==> config.mk <==
export PLATFORM = sky130hd
export DESIGN_NAME = q_policy_reader
export DESIGN_NICKNAME = d
export VERILOG_FILES = /design/src/rtl/q_pkg.sv /design/src/rtl/q_policy_reader_lfsr16.sv /design/src/rtl/q_policy_reader.sv
export SDC_FILE = /design/constraint.sdc
export NUM_CORES = 1
export LEC_CHECK = 0
export CORE_ASPECT_RATIO = 1.4
export CORE_MARGIN = 1.5
export CORE_UTILIZATION = 50
export DETAILED_ROUTE_END_ITERATION = 7
export DONT_BUFFER_PORTS = 1
export MAX_ROUTING_LAYER = met4
export PLACE_DENSITY_LB_ADDON = 0.05
export SYNTH_ARGS = -nofsm -noshare
export SYNTH_HDL_FRONTEND = slang
export SYNTH_SLANG_ARGS = --single-unit
export TNS_END_PERCENT = 10
==> constraint.sdc <==
create_clock -name clk -period 2.25 [get_ports clk]
set_input_delay 0.3375 -clock clk [delete_from_list [all_inputs] [get_ports clk]]
set_output_delay 0.3375 -clock clk [all_outputs]
set_load 0.005 [all_outputs]
==> src/rtl/q_pkg.sv <==
// Shared definitions for the Q-learning policy reader and the Q-update datapath:
// table geometry, scan FSM encoding and the 16-bit LFSR step function.
package q_pkg;

  localparam int N_ACT = 16;
  localparam int Q_W   = 16;
  localparam int S_W   = 4;
  localparam int ACT_W = $clog2(N_ACT);

  localparam logic [15:0] LFSR_SEED = 16'hACE1;
  // Right-shifting Galois form of x^16 + x^14 + x^13 + x^11 + 1
  localparam logic [15:0] LFSR_TAPS = 16'hB400;

  typedef enum logic [1:0] {
    ST_IDLE  = 2'd0,
    ST_SCAN  = 2'd1,
    ST_DRAIN = 2'd2
  } scan_state_e;

  // One step of the maximal-length Galois LFSR
  function automatic logic [15:0] lfsr16_next(input logic [15:0] cur);
    lfsr16_next = {1'b0, cur[15:1]} ^ (cur[0] ? LFSR_TAPS : 16'h0000);
  endfunction

endpackage

==> src/rtl/q_policy_reader_lfsr16.sv <==
// Free-running 16-bit maximal Galois LFSR used as the exploration random source.
module lfsr16
  import q_pkg::*;
#(
  parameter logic [15:0] SEED = 16'hACE1
) (
  input  logic        clk,
  input  logic        rst,
  output logic [15:0] value
);

  // An all-zero seed would lock the register, so fall back to the package seed
  localparam logic [15:0] SAFE_SEED = (SEED == 16'h0000) ? q_pkg::LFSR_SEED : SEED;

  logic [15:0] lfsr_q;
  logic [15:0] lfsr_d;

  // Next LFSR value, advanced unconditionally every cycle
  always_comb begin
    lfsr_d = lfsr16_next(lfsr_q);
  end

  // LFSR state register
  always_ff @(posedge clk or posedge rst) begin
    if (rst) begin
      lfsr_q <= SAFE_SEED;
    end else begin
      lfsr_q <= lfsr_d;
    end
  end

  assign value = lfsr_q;

endmodule

==> src/rtl/q_policy_reader.sv <==
// Epsilon-greedy policy lookup: scans all actions of one Q-table state,
// tracks the signed argmax and picks either it or an LFSR-drawn action.
module q_policy_reader
  import q_pkg::*;
#(
  parameter int          N_ACT     = q_pkg::N_ACT,
  parameter int          Q_W       = q_pkg::Q_W,
  parameter int          S_W       = q_pkg::S_W,
  parameter logic [15:0] LFSR_SEED = q_pkg::LFSR_SEED
) (
  input  logic                     clk,
  input  logic                     rst,
  input  logic                     start,
  input  logic [S_W-1:0]           state,
  input  logic [15:0]              epsilon,
  output logic                     rd_en,
  output logic [S_W-1:0]           rd_addr,
  output logic [$clog2(N_ACT)-1:0] rd_action,
  input  logic [Q_W-1:0]           rd_data,
  output logic                     busy,
  output logic                     done,
  output logic [$clog2(N_ACT)-1:0] best_action,
  output logic [Q_W-1:0]           best_q,
  output logic [$clog2(N_ACT)-1:0] chosen_action,
  output logic                     explored
);

  localparam int AW = $clog2(N_ACT);
  localparam logic [AW-1:0] LAST_ACT = AW'(N_ACT - 1);

  scan_state_e   state_q, state_d;
  logic          rd_en_q, rd_en_d;
  logic [S_W-1:0] rd_addr_q, rd_addr_d;
  logic [AW-1:0] rd_action_q, rd_action_d;
  logic          busy_q, busy_d;
  logic          done_q, done_d;
  logic [Q_W-1:0] max_q, max_d;
  logic [AW-1:0] arg_q, arg_d;
  logic [AW-1:0] best_action_q, best_action_d;
  logic [Q_W-1:0] best_q_q, best_q_d;
  logic [AW-1:0] chosen_q, chosen_d;
  logic          explored_q, explored_d;
  logic [15:0]   lfsr_val;

  lfsr16 #(
    .SEED (LFSR_SEED)
  ) u_lfsr (
    .clk   (clk),
    .rst   (rst),
    .value (lfsr_val)
  );

  // Next-state, read sequencing, running argmax and decision logic
  always_comb begin
    state_d       = state_q;
    rd_en_d       = 1'b0;
    rd_addr_d     = rd_addr_q;
    rd_action_d   = rd_action_q;
    done_d        = 1'b0;
    max_d         = max_q;
    arg_d         = arg_q;
    best_action_d = best_action_q;
    best_q_d      = best_q_q;
    chosen_d      = chosen_q;
    explored_d    = explored_q;

    // Data on rd_data belongs to the read strobed this cycle; action 0 seeds
    // the max, later actions replace it only when strictly greater (signed)
    if (rd_en_q) begin
      if ((rd_action_q == {AW{1'b0}}) || ($signed(rd_data) > $signed(max_q))) begin
        max_d = rd_data;
        arg_d = rd_action_q;
      end else begin
        max_d = max_q;
        arg_d = arg_q;
      end
    end else begin
      max_d = max_q;
      arg_d = arg_q;
    end

    case (state_q)
      ST_IDLE: begin
        if (start) begin
          state_d     = ST_SCAN;
          rd_en_d     = 1'b1;
          rd_addr_d   = state;
          rd_action_d = {AW{1'b0}};
        end else begin
          state_d     = ST_IDLE;
        end
      end
      ST_SCAN: begin
        if (rd_action_q == LAST_ACT) begin
          state_d     = ST_DRAIN;
          rd_en_d     = 1'b0;
          rd_action_d = {AW{1'b0}};
        end else begin
          rd_en_d     = 1'b1;
          rd_action_d = rd_action_q + 1'b1;
        end
      end
      ST_DRAIN: begin
        // Final sample was folded in on entry here; publish the result
        state_d       = ST_IDLE;
        done_d        = 1'b1;
        best_action_d = arg_q;
        best_q_d      = max_q;
        if (lfsr_val < epsilon) begin
          chosen_d   = lfsr_val[AW-1:0];
          explored_d = 1'b1;
        end else begin
          chosen_d   = arg_q;
          explored_d = 1'b0;
        end
      end
      default: begin
        state_d     = ST_IDLE;
        rd_action_d = {AW{1'b0}};
      end
    endcase

    busy_d = (state_d != ST_IDLE);
  end

  // State and output registers
  always_ff @(posedge clk or posedge rst) begin
    if (rst) begin
      state_q       <= ST_IDLE;
      rd_en_q       <= 1'b0;
      rd_addr_q     <= {S_W{1'b0}};
      rd_action_q   <= {AW{1'b0}};
      busy_q        <= 1'b0;
      done_q        <= 1'b0;
      max_q         <= {Q_W{1'b0}};
      arg_q         <= {AW{1'b0}};
      best_action_q <= {AW{1'b0}};
      best_q_q      <= {Q_W{1'b0}};
      chosen_q      <= {AW{1'b0}};
      explored_q    <= 1'b0;
    end else begin
      state_q       <= state_d;
      rd_en_q       <= rd_en_d;
      rd_addr_q     <= rd_addr_d;
      rd_action_q   <= rd_action_d;
      busy_q        <= busy_d;
      done_q        <= done_d;
      max_q         <= max_d;
      arg_q         <= arg_d;
      best_action_q <= best_action_d;
      best_q_q      <= best_q_d;
      chosen_q      <= chosen_d;
      explored_q    <= explored_d;
    end
  end

  assign rd_en         = rd_en_q;
  assign rd_addr       = rd_addr_q;
  assign rd_action     = rd_action_q;
  assign busy          = busy_q;
  assign done          = done_q;
  assign best_action   = best_action_q;
  assign best_q        = best_q_q;
  assign chosen_action = chosen_q;
  assign explored      = explored_q;

endmodule

==> results.toml <==
[run_status]
run_status = "complete, but fails checks"
failed_checks = "setup timing"

[clocking]
cts.root.buffer_cell = "clkbuf_8"
cts_tree = "built"
clkSlewWorstSetupHoldPaths_ns = 0.07
clkLatencyLatePin_ns = 0.34
cts_htree_levels = 3
cts-root-to-sink-buffers = 2
clock_sinks = 74
cts_buffers = 9

[critical_path]
worst_setup_path_class = "flop to flop"
worstPathMaxFanout = 8
timing.reg2reg.setup_slack_ns = -0.18
worst_path_max_delay_cell = "or4b_4"
slowest_delay_ns = 0.50
worst-endpoint-arrival_ns = 2.66
worst_path_cell_chain = "inv_2 > ha_4 > nand4_1 > nor4_4 > a211oi_2 > or4b_4 > o211ai_4 > buf_12 > buf_12 > mux2_4"
end_kind = "flop"
worst_path_most_repeated_cell = "buf_12"
worstSetupStartpointType = "flop"
critPathRequiredTime_ns = 2.48

[sta]
final_count_of_hold_timing_violations = 0
timing_worst_slew_pin_value_ns = 0.653
setup_repair_after_global_routing_missed_its_margin = "true"
finalCritPeriodShare_pct = 108
min_period_ns = 2.43
fin_skew_ns = 0.00648
holdWs_ns = 0.122
worst_slew_margin_rel_pct = 56.4
finalWorstSetupSlack_ns = -0.178
setup-violations-final = 21
max_clock_freq_mhz = 412
timing.final.max_slew_violations = 0

[floorplanning]
floorplan_die_area_sq_um = 7660
fp.dieW_um = 74.4
placementRows = 36
boundaryPins = 75
die_height_um = 103
floorplan.initialDensity_pct = 51.4
core_area_sq_um = 6940

[power]
share_clk_of_total_power_pct = 16.6
totalPowerFinal_w = 0.00626
peakVddDrop_v = 0.000964
power.switching_w = 0.00200
leakage_nw = 2.27
seq_power_share_pct = 34.5
p_int_w = 0.00425
gate_power_share_pct = 48.9
power.density_cell_area_nw_per_um2 = 1380
power.share.switching_pct = 32.0

[run]
maxCapViolations = 0

[route]
avgRoutedWirePerCell_um = 16.0
via_count = 2481
detail_route.wirelength_um = 7630
vias_per_cell = 5.20
drt_iter0_markers = 58
dr.pass1.iters = 4
final_antenna_net_count = 0
drc = 0

[grt]
first_pass_grt_wire_length_um = 12300
vias_in_the_first_global_route = 2488
gr-total-overflow = 0
grt_start_max_net_pins = 34
total_grt_usage_pct = 22.4
initial_antenna_violation_count = 0

[place]
number_of_port_buffers = 0
place.gp.congestion = 0.779
detailed_place_hpwl_um = 5260
dp.cells = 438

[synth]
synth_cell_types = 38
synth-warning-count = 0
ys_seq_area_share_pct = 52.2
synth-async-reset-ratio_pct = 100
synth_top_flop_cell = "dfrtp_1"
syn-instance-count = 319
synth.net_count = 391
synth_register_bits = 74
avgSynthCellArea_sq_um = 11.2
post_synth_edffs = 0
mappedNetlistArea_sq_um = 3570

[cells_and_area]
fillerInstances = 558
share_of_the_core_filled_with_cells_in_the_final_layout_pct = 65.2
nNetsFinal = 449
area_growth_syn_to_layout_pct = 26.7
layout-drive-gt1-share_pct = 34.8
sequential_cell_area_sq_um = 1860
stdcell_count = 477
antenna_cells_inserted = 0
combined_area_of_the_multi_input_logic_cells_sq_um = 1720

[min_path]
worst_hold_path_type = "input port to flop"
==> synth_stat cells (2+ instances only) <==
| cell type | number | share of area (%) |
|---|---|---|
| xor2_1 | 5 | 1.2 |
| a21o_1 | 3 | 0.63 |
| dfstp_2 | 8 | 5.9 |
| nand2_1 | 44 | 4.6 |
| mux2_4 | 10 | 4.2 |
| nand2b_1 | 2 | 0.35 |
| mux2_2 | 14 | 4.4 |
| o21a_1 | 4 | 0.84 |
| clkbuf_1 | 5 | 0.53 |
| inv_1 | 39 | 4.1 |
| ha_1 | 33 | 12 |
| a21oi_1 | 19 | 2.7 |
| o21ai_0 | 25 | 3.5 |
| a31oi_1 | 4 | 0.70 |
| nor2b_1 | 5 | 0.88 |
| dfrtp_1 | 66 | 46 |
| nand3_1 | 2 | 0.28 |
| nor2_1 | 8 | 0.84 |
| a22o_1 | 2 | 0.49 |
| nand4_1 | 3 | 0.53 |
==> logic make-up (layout without fill, tap and decap cells) <==
group / after synthesis / count (layout) / synth area share [%]
flops: 74 / 74 / 52.2
simple gates: 73 / 73 / 10.2
compound gates: 64 / 64 / 10.9
buf+inv: 46 / 109 / 5.29
fa+ha+maj: 33 / 33 / 11.6
mux: 24 / 24 / 8.63
xor+xnor: 5 / 5 / 1.23
==> layout by cell type (no fill, tap or decap), drive strengths merged, types with 2 or more instances in the layout <==
cell type	instances
a22o	2
buf	52
nor2b	5
xor2	5
o21ai	25
a21o	3
inv	40
o21a	4
clkbuf	14
a21oi	19
nand2b	2
nand3	2
o211ai	2
nand4	4
mux2	24
ha	33
dfrtp	66
nand2	44
dfstp	8
nor2	8
a31oi	4
==> registers in the layout, indices dropped and copies added, names as in the netlist <==
signal / count
arg_q: 4
best_action: 4
rd_en: 1
max_q: 16
rd_action: 4
chosen_action: 4
busy: 1
done: 1
u_lfsr.value: 16
rd_addr: 4
state_q: 2
explored: 1
best_q: 16
==> what timing repair did <==
| item | CTS | global route |
|---|---|---|
| endpoints found under the setup margin | 20 | 25 |
| gates resized for setup | 37 | 2 |
| hold buffers | 1 | 0 |
| pin swaps | 7 | 1 |
| setup buffers | 20 | 1 |
| gates cloned | 1 | 0 |
| hold endpoints to repair | 9 | 0 |
==> metrics by stage <==
stage / setup WS [ns] / TNS, ns / instance area, sq um
floorplan: -0.0577 / -0.577 / 3570
global placement: -0.198 / -3.15 / 3910
detailed placement: -0.220 / -3.54 / 3910
CTS: -0.148 / -2.50 / 4510
global route: -0.286 / -5.34 / 4520
finish: -0.178 / -3.08 / 4520
==> final cells by class <==
cell class / count / share of cell area (%)
sequential: 74 / 41.2
multi-input combinational: 199 / 38.0
timing repair buffer: 53 / 10.5
clock buffer: 14 / 3.60
inverter: 40 / 3.32
tap: 95 / 2.63
clock inverter: 2 / 0.775
==> worst max-delay path: cells and delay by family (launching register included) <==
kind | cells | cell delay, ns
AND/OR/NAND/NOR | 3 | 0.75
flip-flops | 1 | 0.39
buffers and inverters | 3 | 0.35
AO/OA/AOI/OAI | 2 | 0.31
multiplexers | 1 | 0.30
adder cells (fa/ha/maj) | 1 | 0.20
==> power by group through the flow <==
| stage | clock network, W | logic [W] | registers [W] |
|---|---|---|---|
| after detailed placement | 0 | 0.00219 | 0.00217 |
| final | 0.00104 | 0.00306 | 0.00216 |
| after global routing | 0.00111 | 0.00334 | 0.00223 |
| after global placement | 0 | 0.00216 | 0.00216 |
| after floorplan | 0 | 0.00150 | 0.00210 |
| after CTS | 0.00106 | 0.00299 | 0.00216 |
==> worst paths after layout <==
check,start,endpoint,cells after the start
setup / recovery,max_q[10],arg_q[1],10
hold / removal,start,busy,2
setup reg to reg,max_q[10],arg_q[1],10
hold reg to reg,u_lfsr.value[7],u_lfsr.value[6],0
max in group asynchronous,rst,u_lfsr.value[6],3
min in group asynchronous,rst,chosen_action[0],2
==> routing by layer <==
metal  track usage [%]  share of wire (%)  vias to the layer above  routed length [um]
met2              35.9                 50                       64                3780
met4              14.0                4.4                        0                 336
met5                 -                  0                        -                   0
li1                  -                  -                     1200                   -
met1              25.5                 41                     1195                3130
met3              4.40                4.9                       22                 377
(Power assumes the default switching activity.)
